$ cat src/rtl/adder_rr_scheduler_if.sv
// Request/response bundle between the client blocks and the shared adder scheduler.
// Requester i owns bit i of req_valid/req_ready and slice [i*WIDTH +: WIDTH] of req_a/req_b.
interface adder_rr_scheduler_if #(
  parameter int WIDTH = 8,
  parameter int NREQ  = 4
);
  localparam int IDW = $clog2(NREQ);

  logic [NREQ-1:0]       req_valid;
  logic [NREQ-1:0]       req_ready;
  logic [NREQ*WIDTH-1:0] req_a;
  logic [NREQ*WIDTH-1:0] req_b;
  logic                  rsp_valid;
  logic                  rsp_ready;
  logic [WIDTH:0]        rsp_sum;
  logic [IDW-1:0]        rsp_id;
  logic                  busy;
  logic [15:0]           ops_done;

  modport master (
    output req_valid, req_a, req_b, rsp_ready,
    input  req_ready, rsp_valid, rsp_sum, rsp_id, busy, ops_done
  );

  modport slave (
    input  req_valid, req_a, req_b, rsp_ready,
    output req_ready, rsp_valid, rsp_sum, rsp_id, busy, ops_done
  );
endinterface

$ cat src/rtl/adder_rr_scheduler.sv
// Round-robin arbiter in front of one registered adder; every addition is serialised
// through IDLE -> ADD -> RESP and returned with the winning requester's index.
module adder_rr_scheduler #(
  parameter int WIDTH = 8,
  parameter int NREQ  = 4
) (
  input logic               clk,
  input logic               rst,
  adder_rr_scheduler_if.slave bus
);
  localparam int IDW = $clog2(NREQ);

  typedef enum logic [1:0] {IDLE, ADD, RESP} state_t;

  state_t          state, next_state;
  logic [IDW-1:0]  ptr;
  logic [WIDTH-1:0] op_a, op_b;
  logic [WIDTH:0]  sum_q;
  logic [IDW-1:0]  id_q;
  logic [15:0]     ops_q;

  logic            found;
  logic [IDW-1:0]  grant_idx;
  logic [IDW:0]    cand;
  logic [IDW:0]    ptr_inc;
  logic [IDW-1:0]  ptr_next;
  logic [NREQ-1:0] grant_onehot;
  logic            handshake;

  // Scan from ptr upward with wrap; first valid requester wins.
  // NOTE: every always_comb output gets a default before any branch, so no latch is inferred.
  always_comb begin
    found     = 1'b0;
    grant_idx = '0;
    cand      = '0;
    for (int k = 0; k < NREQ; k++) begin
      cand = {1'b0, ptr} + (IDW+1)'(k);
      if (cand >= (IDW+1)'(NREQ)) cand = cand - (IDW+1)'(NREQ);
      if (!found && bus.req_valid[cand[IDW-1:0]]) begin
        found     = 1'b1;
        grant_idx = cand[IDW-1:0];
      end
    end
  end

  always_comb begin
    ptr_inc  = {1'b0, grant_idx} + (IDW+1)'(1);
    ptr_next = (ptr_inc == (IDW+1)'(NREQ)) ? '0 : ptr_inc[IDW-1:0];
  end

  // Grants exist only in IDLE; gating with rst keeps req_ready low throughout reset.
  assign grant_onehot  = found ? (NREQ'(1) << grant_idx) : '0;
  assign bus.req_ready = (state == IDLE && !rst) ? grant_onehot : '0;
  assign handshake     = |(bus.req_valid & bus.req_ready);

  always_comb begin
    next_state = state;
    unique case (state)
      IDLE:    if (handshake) next_state = ADD;
      ADD:     next_state = RESP;
      RESP:    if (bus.rsp_ready) next_state = IDLE;
      default: next_state = IDLE;
    endcase
  end

  // NOTE: sequential state uses non-blocking assignments so every register samples pre-edge values.
  always_ff @(posedge clk or posedge rst) begin
    if (rst) state <= IDLE;
    else     state <= next_state;
  end

  // Datapath registers are few and small, so all of them take the async reset.
  always_ff @(posedge clk or posedge rst) begin
    if (rst) begin
      ptr   <= '0;
      op_a  <= '0;
      op_b  <= '0;
      sum_q <= '0;
      id_q  <= '0;
      ops_q <= '0;
    end else begin
      unique case (state)
        IDLE: if (handshake) begin
          op_a <= bus.req_a[grant_idx*WIDTH +: WIDTH];
          op_b <= bus.req_b[grant_idx*WIDTH +: WIDTH];
          id_q <= grant_idx;
          ptr  <= ptr_next;
        end
        ADD:  sum_q <= {1'b0, op_a} + {1'b0, op_b};
        RESP: if (bus.rsp_ready) ops_q <= ops_q + 16'd1;
        default: ;
      endcase
    end
  end

  assign bus.rsp_valid = (state == RESP);
  assign bus.busy      = (state != IDLE);
  assign bus.rsp_sum   = sum_q;
  assign bus.rsp_id    = id_q;
  assign bus.ops_done  = ops_q;
endmodule

$ cat src/flat_wrapper.sv
// flat-port wrapper written by rule: the top's interface ports become plain ports
module adder_rr_scheduler_flat 
#(
  parameter int WIDTH = 8,
  parameter int NREQ  = 4
)
  (clk, rst, bus_req_valid, bus_req_a, bus_req_b, bus_rsp_ready, bus_req_ready, bus_rsp_valid, bus_rsp_sum, bus_rsp_id, bus_busy, bus_ops_done);
  adder_rr_scheduler_if #(.WIDTH(WIDTH), .NREQ(NREQ)) bus_i ();
  input logic clk;
  input logic rst;
  input wire logic [$bits(bus_i.req_valid)-1:0] bus_req_valid;
  input wire logic [$bits(bus_i.req_a)-1:0] bus_req_a;
  input wire logic [$bits(bus_i.req_b)-1:0] bus_req_b;
  input wire logic [$bits(bus_i.rsp_ready)-1:0] bus_rsp_ready;
  output wire logic [$bits(bus_i.req_ready)-1:0] bus_req_ready;
  output wire logic [$bits(bus_i.rsp_valid)-1:0] bus_rsp_valid;
  output wire logic [$bits(bus_i.rsp_sum)-1:0] bus_rsp_sum;
  output wire logic [$bits(bus_i.rsp_id)-1:0] bus_rsp_id;
  output wire logic [$bits(bus_i.busy)-1:0] bus_busy;
  output wire logic [$bits(bus_i.ops_done)-1:0] bus_ops_done;
  assign bus_i.req_valid = bus_req_valid;
  assign bus_i.req_a = bus_req_a;
  assign bus_i.req_b = bus_req_b;
  assign bus_i.rsp_ready = bus_rsp_ready;
  assign bus_req_ready = bus_i.req_ready;
  assign bus_rsp_valid = bus_i.rsp_valid;
  assign bus_rsp_sum = bus_i.rsp_sum;
  assign bus_rsp_id = bus_i.rsp_id;
  assign bus_busy = bus_i.busy;
  assign bus_ops_done = bus_i.ops_done;
  adder_rr_scheduler #(.WIDTH(WIDTH), .NREQ(NREQ)) u_core (.clk(clk), .rst(rst), .bus(bus_i));
endmodule
$ cat config.mk
export PLATFORM = sky130hd
export DESIGN_NAME = adder_rr_scheduler_flat
export DESIGN_NICKNAME = d
export VERILOG_FILES = /design/src/rtl/adder_rr_scheduler_if.sv /design/src/rtl/adder_rr_scheduler.sv /design/src/flat_wrapper.sv
export SDC_FILE = /design/constraint.sdc
export NUM_CORES = 1
export LEC_CHECK = 0
export ABC_AREA = 1
export CAP_MARGIN = 25
export CORE_ASPECT_RATIO = 1.1
export CORE_UTILIZATION = 48
export DETAILED_ROUTE_END_ITERATION = 10
export PLACE_DENSITY = 0.87
export SYNTH_ARGS = -nofsm -noshare
export SYNTH_HDL_FRONTEND = slang
export SYNTH_SLANG_ARGS = --single-unit
$ cat constraint.sdc
create_clock -name clk -period 2.5 [get_ports clk]
set_clock_uncertainty 0.05 [all_clocks]
set_input_delay 0.5 -clock clk [delete_from_list [all_inputs] [get_ports clk]]
set_output_delay 0.5 -clock clk [all_outputs]
set_load 0.005 [all_outputs]
### Word-level counts from Yosys, hierarchy flattened

Index checks and enable logic that the tools add are counted.

| operators by class | value |
|---|---|
| add/subtract/negate cells | 10 |
| magnitude comparators | 8 |
| equality and inequality tests | 5 |
| shifts and indexed selects | 3 |
| muxes and demuxes | 26 |
| bitwise logic cells | 1 |
| reductions and logical operators | 14 |

Operators by type and width:

| operator | count |
|---|---|
| indexed part select 32 x 6 -> 8 bit | 2 |
| two-way mux 2 bit | 11 |
| adder 16 x 1 -> 16 bit (second input constant) | 1 |
| less-than comparator 2 x 3 -> 1 bit (second input constant) | 4 |
| adder 8 x 8 -> 9 bit | 1 |
| greater-or-equal comparator 3 bit (second input constant) | 3 |
| binary-select mux 1 bit (select 2 bit) | 4 |
| two-way mux 1 bit | 8 |
| two-way mux 4 bit | 2 |
| subtractor 2 x 1 -> 2 bit (second input constant) | 4 |
| adder 2 x 1 -> 3 bit (second input constant) | 2 |
| adder 2 x 2 -> 3 bit (second input constant) | 2 |
| one-hot mux 2 bit (3 select lines) | 1 |
| AND reduction 2 bit | 3 |
| AND 4 bit | 1 |
| logical AND 1 bit | 4 |
| zero test 1 bit | 4 |
| OR reduction 4 bit | 1 |
| << shifter 1 x 2 -> 4 bit (first input constant) | 1 |
| equality test 3 bit (second input constant) | 1 |
| greater-or-equal comparator 2 x 3 -> 1 bit (second input constant) | 1 |
| equality test 2 x 1 -> 1 bit (second input constant) | 1 |
| equality test 2 bit (second input constant) | 1 |
| zero test 2 bit | 1 |
| 3 further kinds | 3 |

| word-level totals | value |
|---|---|
| register bits | 47 |
| word-level logic and storage cells | 74 |

### Logic depth before layout (Yosys ltp)

Gate-level depths: netlist of run 1.

| logic depth | value |
|---|---|
| depth in word-level cells | 21 |
| gate-level depth with buffers | 19 |

### Worst setup path after synthesis of run 1

OpenSTA, ideal clock, no wires.

| timing | value |
|---|---|
| path kind | register to register |
| from | register u_core.ptr[0] |
| to | register u_core.op_b[6] |
| library setup time | 0.117 ns |
| arrival time | 2.143 ns |
| setup slack | 0.190 ns |
| stages on the path, launching flop included | 17 |
| period minus slack after synthesis | 2.310 ns |
| cells stage by stage | dfrtp_1 > buf_6 > inv_4 > nand2_2 > nand3_2 > nand2_1 > nor2_2 > nand3_1 > nand4_2 > buf_2 > ha_1 > inv_1 > nor2_1 > nand2_2 > buf_2 > nand4_1 > nand2_1 |

| on the way | value |
|---|---|
| longest elaborated chain between the ends | 20 |
| elaborated cells between the ends (all ways) | 44 |
| those cells by class | 7 x add/sub; 4 x order compare; 2 x shift; 22 x mux; 1 x bitwise; 8 x reduce/logical |

Ends and longest elaborated chain:

| what | line | text |
|---|---|---|
| start: declaration | adder_rr_scheduler.sv:16 | `logic [IDW-1:0] ptr;` |
| start signal: assignment | adder_rr_scheduler.sv:87 | `ptr <= ptr_next;` |
| parallel branches: the longest is 15 deep, another holds adder 2 x 1 -> 3 bit | n/a |  |
| two-way mux 4 bit * | adder_rr_scheduler.sv:52 | `assign grant_onehot = found ? (NREQ'(1) << grant_idx) : '0;` |
| two-way mux 4 bit * | adder_rr_scheduler.sv:53 | `assign bus.req_ready = (state == IDLE && !rst) ? grant_onehot : '0;` |
| named net bus_req_ready[3] | flat_wrapper.sv:15 | `output wire logic [$bits(bus_i.req_ready)-1:0] bus_req_ready;` |
| AND 4 bit * | adder_rr_scheduler.sv:54 | `assign handshake = \|(bus.req_valid & bus.req_ready);` |
| OR reduction 4 bit * | adder_rr_scheduler.sv:54 |  |
| AND reduction 2 bit (no line) * | n/a |  |
| end signal: assignment | adder_rr_scheduler.sv:85 | `op_b <= bus.req_b[grant_idx*WIDTH +: WIDTH];` |
| end: declaration | adder_rr_scheduler.sv:17 | `logic [WIDTH-1:0] op_a, op_b;` |

Mark *: on every way through the listed nets, which the timed path passes. The select of a mux whose other input is x is not followed.
A chain may end at the register's enable or synchronous reset.

### Worst setup path after layout of run 1

| timing | value |
|---|---|
| from | register u_core.ptr[0] |
| to | output bus_req_ready[3] |

| on the way | value |
|---|---|
| longest elaborated chain between the ends | 17 |
| elaborated cells between the ends (all ways) | 40 |
| those cells by class | 7 x add/sub; 4 x order compare; 1 x shift; 22 x mux; 6 x reduce/logical |

Ends and longest elaborated chain:

| what | line |
|---|---|
| parallel branches: the longest is 15 deep, another holds adder 2 x 1 -> 3 bit | n/a |
| two-way mux 4 bit * | adder_rr_scheduler.sv:52 |
| two-way mux 4 bit * | adder_rr_scheduler.sv:53 |
| end: declaration | flat_wrapper.sv:15 |

Mark *: on every way between the ends. The select of a mux whose other input is x is not followed.

==> flow_metrics.env, run 1 <==
export IMPL_leakagePower_nw=2.599
export IMPL_initial_utilization=0.5031
export IMPL_arrival_ns=2.00
export IMPL_fin_ws_ns=-0.05033
export IMPL_place_port_buffers=103
export IMPL_ir_worst_vdd_uv=826.6
export IMPL_clk_latency_ns=0.31
export IMPL_slew_headroom=0.6634
export IMPL_rows=31
export IMPL_ys_warn_count=0
export IMPL_final_layout_size_suffix_gt1_frac=0.1494
export IMPL_die_h_um=89.96
export IMPL_wire_per_inst_um=13.01
export IMPL_startpoint_type="register"
export IMPL_grt_max_degree=34
export IMPL_syn_inst=494
export IMPL_ctsHoldBuffers=0
export IMPL_grt_pass1_wl_um=15040
export IMPL_seq_area_um2=1177
export IMPL_io_pins=104
export IMPL_rsz0062_at_grt="yes"
export IMPL_setup_viol=3
export IMPL_totalWireLength_um=9083
export IMPL_htreeDepth=2
export IMPL_coreArea_um2=6710
export IMPL_violations="setup timing"
export IMPL_synth_nets=576
export IMPL_p_per_area_nw_per_um2=1346
export IMPL_cts_sink_count=47
export IMPL_overflow=0
export IMPL_synth_seq_cells=47
export IMPL_nFillCells=507
export IMPL_hp_class="register to register"
export IMPL_die_area_um2=7373
export IMPL_yosysSeqAreaShare=0.3484
export IMPL_critPathRequiredTime_ns=1.95
export IMPL_cts_tree="built"
export IMPL_fp_dieW_um=81.96
export IMPL_via_per_inst=5.319
export IMPL_yosys_area_top_type_share=0.3484
export IMPL_worstRegToRegCells=16
export IMPL_synth_top_area_cell="dfrtp_1"
export IMPL_period_share=1.020
export IMPL_worst_pin_slew_ns=0.5031
export IMPL_grt_usage=0.2522
export IMPL_grt_pass1_vias=3467
export IMPL_antenna_found_initial=0
export IMPL_drc=0
export IMPL_fmax_mhz=392.1
export IMPL_report_final_slew_viol_count=0
export IMPL_root_buffer="clkbuf_8"
export IMPL_multiInputGateArea_um2=1928
export IMPL_power_total_mw=6.618
export IMPL_fin_area_um2=4916
export IMPL_dr_pass1_iters=5
export IMPL_worstSetupEndpointType="primary output"
export IMPL_syn_area_per_cell_um2=6.833
export IMPL_gp_congestion=0.8967
export IMPL_crit_fanout=6
export IMPL_vias=3713
export IMPL_status="complete, but fails checks"
export IMPL_min_path_cells=1
export IMPL_dpl_cell_area_um2=4642
export IMPL_numCtsBuffers=5
export IMPL_finalNetCount=697
export IMPL_synth_area_leaders="dfrtp_1 (35%), nand2_1 (20%), nand4_1 (10%)"
export IMPL_area_growth_pct=45.63
export IMPL_drt_iter0_drc=167
export IMPL_clk_pin_slew_worst_paths_ns=0.08
export IMPL_diodes=0
export IMPL_synth_distinct_cells=32
export IMPL_cts_buffer_depth=2
export IMPL_hold_viol_final=0
export IMPL_syn_area_um2=3376
export IMPL_holdWs_ns=0.4199
export IMPL_place_hpwl_um=6676
export IMPL_post_route_min_period_ns=2.550
export IMPL_path_class="register to primary output"
export IMPL_drv_cap=0
export IMPL_ant_nets=0
## stage by stage
step | setup TNS [ns] | cells | setup slack, ns | util
floorplan | 0 | 494 | 0.1896 | -
finish | -0.1429 | 698 | -0.05033 | 0.7326
detailed placement | -6.846 | 683 | -0.6309 | 0.6918
global route | -0.6890 | 698 | -0.1749 | 0.7326
CTS | -0.09477 | 696 | -0.06045 | 0.7224
global placement | -5.927 | 683 | -0.5865 | 0.6918
## power breakdown
group          total [mW]  switching, mW  internal (mW)  leakage [nW]
sequential           1.28          0.224           1.05         0.587
combinational        4.86           2.78           2.08          1.96
clock               0.484          0.257          0.227        0.0484
## critical path, stage by stage (launching register included)
cell and delay, ns:
dfrtp_2 0.47, inv_4 0.11, buf_6 0.13, nand2_1 0.06
nand2_2 0.06, nand2_1 0.06, nand2_2 0.10, nor2_4 0.05
nand3_2 0.07, inv_2 0.05, nor2_4 0.14, ha_4 0.15
inv_2 0.04, nor2_4 0.08, buf_2 0.12
## state kept, by name, indices dropped and copies added, names as in the netlist
register and cells:
u_core.op_b 8, u_core.bus.rsp_sum 9, u_core.bus.ops_done 16, u_core.ptr 2, u_core.bus.rsp_id 2, u_core.op_a 8
u_core.state 2
## cells in the final DEF, fill, tap and decap left out, types with 7 or more instances in the layout
| cell | synthesis | final |
|---|---|---|
| nand2_1 | 181 | 169 |
| clkdlybuf4s50_1 | 0 | 95 |
| inv_1 | 65 | 61 |
| dfrtp_1 | 47 | 46 |
| o21ai_0 | 9 | 9 |
| nand2_2 | 5 | 16 |
| xnor2_1 | 8 | 8 |
| nand3_1 | 33 | 29 |
| inv_2 | 3 | 7 |
| buf_4 | 0 | 27 |
| nand4_1 | 55 | 55 |
| nand3_2 | 6 | 9 |
| nor2_1 | 20 | 17 |
| ha_1 | 10 | 9 |
## cell families after synthesis
kind of cell,after synthesis,share of synthesized area
AND/OR/NAND/NOR,309,0.4229
buffers and inverters,93,0.1153
flip-flops,47,0.3484
AO/OA/AOI/OAI,19,0.03076
XOR/XNOR,14,0.03632
adder cells (fa/ha/maj),11,0.04300
multiplexers,1,0.003336
## final cells by class
class | count | area share
inverters | 69 | 0.05319
multi-input cells | 354 | 0.3922
clock buffers | 7 | 0.01756
repair buffers | 138 | 0.2749
well taps | 82 | 0.02087
clock inverters | 1 | 0.001782
flip-flops and latches | 47 | 0.2395
## Yosys cell counts (all sizes together)
cell	number
xor2	6
buf	19
clkbuf	5
fa	1
dfrtp	47
ha	10
inv	69
mux2	1
nand3	39
o211ai	1
nand4	56
o221ai	1
nor3b	1
xnor2	8
nor2	23
nor3	2
nand3b	1
a21oi	5
nand2	186
and2	1
a31oi	2
o21ai	10
## what timing repair did
item,in CTS,in global routing
pin swaps,15,7
setup endpoints to repair,4,20
gates resized for setup,47,12
setup buffers,5,3
## per-layer routing
metal | vias to the layer above | track usage | wire, um
met1 | 1696 | 0.3221 | 3745
met5 | - | 0 | 0
li1 | 1834 | - | -
met4 | 0 | 0.07018 | 140
met2 | 165 | 0.4318 | 4603
met3 | 18 | 0.03756 | 593
## path summary, 6_finish.rpt
kind	to	slack (ns)	startpoint
worst max register to register	u_core.op_a[0]	0.14	u_core.ptr[0]
worst max-delay path	bus_req_ready[3]	-0.05	u_core.ptr[0]
worst min-delay path	u_core.bus.ops_done[15]	0.42	u_core.bus.ops_done[15]
worst min register to register	u_core.bus.ops_done[15]	0.42	u_core.bus.ops_done[15]
max in group asynchronous	u_core.ptr[0]	1.31	rst
min in group asynchronous	u_core.bus.ops_done[1]	0.58	rst
No activity file was read; power rests on OpenSTA's default activity.
==> run 2: changes to the inputs <==
- CORE_UTILIZATION: 48 -> 43
- GPL_TIMING_DRIVEN: default -> 0
- PLACE_DENSITY: 0.87 -> 0.82
- clock period: 2.5 -> 2.3 ns (I/O delays scaled with it)
==> run 2 against run 1 <==
Critical path depth up 1. Non-clock buffer count is 25 higher. Sequential power increased by 9%. Critical path type unchanged. The run still ends with setup timing left. Utilization is 2.9 points lower. Cell count rose by 6.9%. Total power grew 27%. Largest cell class unchanged.
==> flow_metrics.env, run 2 (synthesis results as in run 1) <==
export IMPL_use_met1=0.2997
export IMPL_totalWireLength_um=10400
export IMPL_final_layout_size_suffix_gt1_frac=0.2075
export IMPL_startpoint_type="register"
export IMPL_rrSetupSlack_ns=-0.29
export IMPL_slew_headroom=0.5590
export IMPL_fmax_mhz=376.6
export IMPL_clk_pin_slew_worst_paths_ns=0.08
export IMPL_arrival_ns=2.15
export IMPL_dr_pass1_iters=5
export IMPL_holdWs_ns=0.3461
export IMPL_fp_dieW_um=86.48
export IMPL_grt_use_met3=0.04196
export IMPL_grt_busiest_layer="met2"
export IMPL_setup_viol=25
export IMPL_crit_fanout=6
export IMPL_nFillCells=583
export IMPL_grt_max_degree=43
export IMPL_gp_congestion=0.9375
export IMPL_report_final_slew_viol_count=0
export IMPL_path_class="register to primary output"
export IMPL_setup_tns_ns=-6.149
export IMPL_ant_nets=0
export IMPL_cts_buffer_depth=2
export IMPL_final_common_cell="nand2_1"
export IMPL_max_stage_delay_ns=0.42
export IMPL_die_area_um2=8209
export IMPL_hp_class="primary input to async pin"
export IMPL_area_growth_pct=56.56
export IMPL_fin_cells=746
export IMPL_die_h_um=94.93
export IMPL_p_per_area_nw_per_um2=1595
export IMPL_root_buffer="clkbuf_8"
export IMPL_cts_sink_count=47
export IMPL_violations="setup timing"
export IMPL_post_route_min_period_ns=2.655
export IMPL_critPathSlowestCell="dfrtp_1"
export IMPL_via_per_inst=5.221
export IMPL_path_cells="buf_6, nand2_1, nand2_4, nand2_2, nand2_2, nand2_4, nand2_4, nand2_4, nand2_4, nor2_4, buf_6, ha_4, inv_2, nor2_4, buf_2"
export IMPL_overflow=0
export IMPL_ctsHoldBuffers=0
export IMPL_cts_tree="built"
export IMPL_diodes=0
export IMPL_layout_common_cells="nand2_1 (155), clkdlybuf4s50_1 (95), inv_1 (58)"
export IMPL_critPathRequiredTime_ns=1.79
export IMPL_wire_per_inst_um=13.94
export IMPL_vias=3895
export IMPL_power_total_mw=8.430
export IMPL_io_pins=104
export IMPL_numCtsBuffers=5
export IMPL_antenna_found_initial=0
export IMPL_grt_pass1_wl_um=16230
export IMPL_drc=0
export IMPL_clk_latency_ns=0.29
export IMPL_htreeDepth=2
export IMPL_initial_utilization=0.4492
export IMPL_fin_ws_ns=-0.3555
export IMPL_dp_cells=703
export IMPL_rsz0062_at_grt="yes"
export IMPL_rows=33
export IMPL_largest_reg_flops=16
export IMPL_grt_usage=0.2487
export IMPL_ir_worst_vdd_uv=948.2
export IMPL_place_port_buffers=103
export IMPL_place_hpwl_um=7051
export IMPL_grt_pass1_vias=3686
export IMPL_drv_cap=0
export IMPL_coreArea_um2=7515
export IMPL_leakagePower_nw=2.738
export IMPL_path_common_cell="nand2_4"
export IMPL_drt_iter0_drc=241
export IMPL_worst_pin_slew_ns=0.6590
export IMPL_hold_viol_final=0
export IMPL_finalNetCount=723
export IMPL_worstSetupEndpointType="primary output"
export IMPL_use_met2=0.4365
export IMPL_worstRegToRegCells=20
export IMPL_status="complete, but fails checks"
export IMPL_period_share=1.155
run 2: what timing repair did:
item | in CTS | in global routing
gates resized for setup | 76 | 58
pin swaps | 22 | 7
buffers inserted | 24 | 10
endpoints found under the setup margin | 25 | 28
gates cloned | 4 | 1
run 2: layout make-up:
class                      count  area [um^2]  area share
buffer                        21        152.6     0.02888
clock buffer                   6        72.57     0.01373
clock inverter                 1        30.03    0.005682
inverter                      69        271.5     0.05137
multi-input combinational    354         2105      0.3982
sequential                    47         1177      0.2228
tap                          105        131.4     0.02486
timing repair buffer         142         1339      0.2533
timing repair inverter         1        6.256    0.001184
run 2: per-layer routing:
metal	part of all wire	vias to the layer above
met5	0	-
met4	0.040	0
met3	0.070	40
met2	0.49	208
met1	0.40	1760
li1	-	1887
run 2: through the flow:
step / utilization / setup slack [ns] / instance area [um^2]
finish: 0.7033 / -0.3555 / 5285
global route: 0.7033 / -0.3955 / 5285
CTS: 0.6705 / -0.2802 / 5039
detailed placement: 0.6069 / -1.200 / 4561
global placement: 0.6042 / -1.179 / 4541
floorplan: - / 0.03252 / 3378
run 2: worst max-delay path: cells and delay by family, from the launching register on:
family | cells | cell delay (ns)
and+or+nand+nor | 10 | 0.82
DFF | 1 | 0.42
adders and majority gates | 1 | 0.13
buffers and inverters | 4 | 0.47
run 2: where the power goes:
part / internal, mW / switching (mW) / total [mW]
registers: 1.15 / 0.239 / 1.39
clock network: 0.319 / 0.255 / 0.574
logic: 2.80 / 3.67 / 6.47
run 2: worst paths after layout:
kind / from / to
max: u_core.ptr[0] / bus_req_ready[3]
min: rst / u_core.bus.ops_done[1]
min in group clk: u_core.bus.ops_done[15] / u_core.bus.ops_done[15]
max in group asynchronous: rst / u_core.bus.rsp_sum[8]
min reg2reg: u_core.bus.ops_done[15] / u_core.bus.ops_done[15]
max reg2reg: u_core.ptr[0] / u_core.op_a[1]
==> run 3: changes to the inputs <==
--- a/config.mk
+++ b/config.mk
@@ -9,4 +9,5 @@
 export CAP_MARGIN = 25
 export CORE_ASPECT_RATIO = 1.1
+export CORE_MARGIN = 1.5
 export CORE_UTILIZATION = 43
 export DETAILED_ROUTE_END_ITERATION = 10
==> constraint.sdc (replaced) <==
create_clock -name clk -period 2.3 [get_ports clk]
set_clock_uncertainty 0.05 [all_clocks]
set_input_delay 0.46 -clock clk [delete_from_list [all_inputs] [get_ports clk]]
set_output_delay 0.46 -clock clk [all_outputs]
set_load 0.01 [all_outputs]
==> run 3 against run 2 <==
The flow still finishes with violations (setup timing). Hold slack improved by 0.083 ns. Combinational power rose by 4.9%. Wire length is 7.2% higher. Setup slack got worse by 0.17 ns. Die area rose by 2.2%. Utilization rose by 0.48 points. Critical endpoint is now u_core.ptr[1]. Critical path depth is 6 higher. Global-route usage rose by 0.82 points. Clock power fell by 13%. Sequential cell count stayed put. Count of clock-buffer cells in the layout decreased by 1.
==> flow_metrics.env, run 3 (synthesis results as in run 1) <==
export IMPL_status="complete, but fails checks"
export IMPL_violations="setup timing"
export IMPL_period_share=1.229
export IMPL_path_cells="buf_2, nand2_1, nand2_2, nand2_1, nand2_2, nor2_4, nand3_4, inv_2, nor2_4, buf_6, ha_4, inv_2, nor2_4, buf_4, buf_6, buf_6, nand2_8, nand3_4, buf_6, nand2_2, nand2_1"
export IMPL_hp_class="register to register"
export IMPL_largest_reg_flops=16
export IMPL_place_port_buffers=103
export IMPL_cts_tree="built"
export IMPL_finalNetCount=723
export IMPL_critPathTopFamily="simple AND/OR/NAND/NOR gates"
export IMPL_nFillCells=575
export IMPL_swShare=0.5168
export IMPL_final_layout_size_suffix_gt1_frac=0.2383
export IMPL_die_area_um2=8392
export IMPL_totalWireLength_um=11150
export IMPL_rsz0062_at_grt="yes"
export IMPL_cts_buffer_depth=2
export IMPL_internal_power_mw=4.195
export IMPL_cp_buffers_inverters=8
export IMPL_arrival_ns=2.96
export IMPL_critPathSlowestCell="dfrtp_1"
export IMPL_crit_cells=21
export IMPL_wire_per_inst_um=14.93
export IMPL_worst_pin_slew_ns=0.6919
export IMPL_overflow=0
export IMPL_ctsHoldBuffers=0
export IMPL_drt_iter0_drc=210
export IMPL_rr_endpoint="u_core.ptr[1]"
export IMPL_hold_end="u_core.bus.ops_done[15]"
export IMPL_postLayoutCoreUtil=0.7081
export IMPL_cts_sink_count=47
export IMPL_ir_worst_vdd_uv=1063
export IMPL_diodes=0
export IMPL_ant_nets=0
export IMPL_grt_usage=0.2569
export IMPL_hold_viol_final=0
export IMPL_rrSetupSlack_ns=-0.53
export IMPL_combPwrFrac=0.783
export IMPL_leakagePower_nw=2.748
export IMPL_p_seq_frac=0.160
export IMPL_io_pins=104
export IMPL_htreeDepth=2
export IMPL_grt_pass1_vias=3910
export IMPL_via_per_inst=5.329
export IMPL_root_buffer="clkbuf_8"
export IMPL_crit_fanout=5
export IMPL_clk_latency_ns=0.31
export IMPL_drc=0
export IMPL_gp_congestion=0.9594
export IMPL_setup_tns_ns=-10.92
export IMPL_die_h_um=95.93
export IMPL_clkPwrFrac=0.058
export IMPL_grt_max_degree=33
export IMPL_report_final_slew_viol_count=0
export IMPL_multiInputGateArea_um2=2132
export IMPL_coreArea_um2=7515
export IMPL_critPathRequiredTime_ns=2.44
export IMPL_numCtsBuffers=5
export IMPL_dr_pass1_iters=5
export IMPL_max_stage_delay_ns=0.42
export IMPL_p_per_area_nw_per_um2=1632
export IMPL_hold_start="u_core.bus.ops_done[15]"
export IMPL_critPathLaunch="u_core.ptr[0]"
export IMPL_fin_area_um2=5321
export IMPL_antenna_found_initial=0
export IMPL_layout_common_cells="nand2_1 (140), clkdlybuf4s50_1 (95), inv_1 (59)"
export IMPL_reg2reg_from="u_core.ptr[0]"
export IMPL_clk_pin_slew_worst_paths_ns=0.09
export IMPL_fp_dieW_um=87.48
export IMPL_path_common_cell="buf_6"
export IMPL_startpoint_type="register"
export IMPL_initial_utilization=0.4492
export IMPL_path_class="register to register"
export IMPL_area_growth_pct=57.64
export IMPL_setup_viol=25
export IMPL_dpl_cell_area_um2=4563
export IMPL_seq_area_um2=1177
export IMPL_rows=33
export IMPL_worstRegToRegCells=21
export IMPL_fmax_mhz=353.9
export IMPL_min_path_cells=1
export IMPL_final_common_cell="nand2_1"
export IMPL_vias=3981
export IMPL_place_hpwl_um=7137
export IMPL_fin_ws_ns=-0.5258
export IMPL_drv_cap=0
export IMPL_grt_pass1_wl_um=17060
export IMPL_post_route_min_period_ns=2.826
export IMPL_slew_headroom=0.5370
export IMPL_p_switching_mw=4.487
export IMPL_worstSetupEndpointType="register"
[run 3: worst reg2reg max path: stages (launching register included)]
cell	delay [ns]
dfrtp_1	0.42
buf_2	0.19
nand2_1	0.11
nand2_2	0.08
nand2_1	0.12
nand2_2	0.11
nor2_4	0.14
nand3_4	0.10
inv_2	0.09
nor2_4	0.06
buf_6	0.12
ha_4	0.15
inv_2	0.06
nor2_4	0.04
buf_4	0.13
buf_6	0.11
buf_6	0.11
nand2_8	0.08
nand3_4	0.12
buf_6	0.17
nand2_2	0.08
nand2_1	0.08
[run 3: metal layers]
layer	vias to the layer above	track usage	wire, um
li1	1893	-	-
met1	1779	0.2801	4241
met2	260	0.4878	5596
met3	49	0.03688	811
met4	0	0.1151	501
met5	-	0	0
[run 3: power by group through the flow]
stage                     logic [mW]  clock network [mW]  registers (mW)
final                           6.79               0.500            1.39
after floorplan                 3.30                   0            1.38
after global routing            7.34               0.539            1.41
after detailed placement        4.67                   0            1.38
after CTS                       5.96               0.504            1.37
after global placement          4.52                   0            1.37
[run 3: final cells by class]
type / instances / area share
multi-input combinational: 354 / 0.4007
clock buffer: 5 / 0.01293
inverter: 69 / 0.05102
clock inverter: 3 / 0.003527
sequential: 47 / 0.2213
timing repair buffer: 140 / 0.2539
buffer: 23 / 0.03080
timing repair inverter: 1 / 0.001176
tap: 105 / 0.02469
[run 3: how the worst max path moves through the flow]
stage | endpoint
floorplan | u_core.op_b[6]
global placement | bus_req_ready[3]
detailed placement | bus_req_ready[3]
CTS | bus_req_ready[0]
global route | u_core.ptr[1]
finish | u_core.ptr[1]
[run 3: through the flow]
step                      hold slack [ns]  power, mW  worst slack [ns]  std cells
after detailed placement           0.4149      6.046            -1.101        703
after CTS                          0.4304      7.828           -0.3494        739
after global routing               0.4625      9.291           -0.5415        747
after floorplan                    0.4456      4.678           0.02474        494
after global placement             0.4128      5.884            -1.067        702
final                              0.4295      8.682           -0.5258        747
[run 3: repair_timing]
item                       CTS  global route
cloned                       6             0
buffers inserted            22             9
setup endpoints to repair   26            28
pin swaps                   26             7
resized for setup          100            42
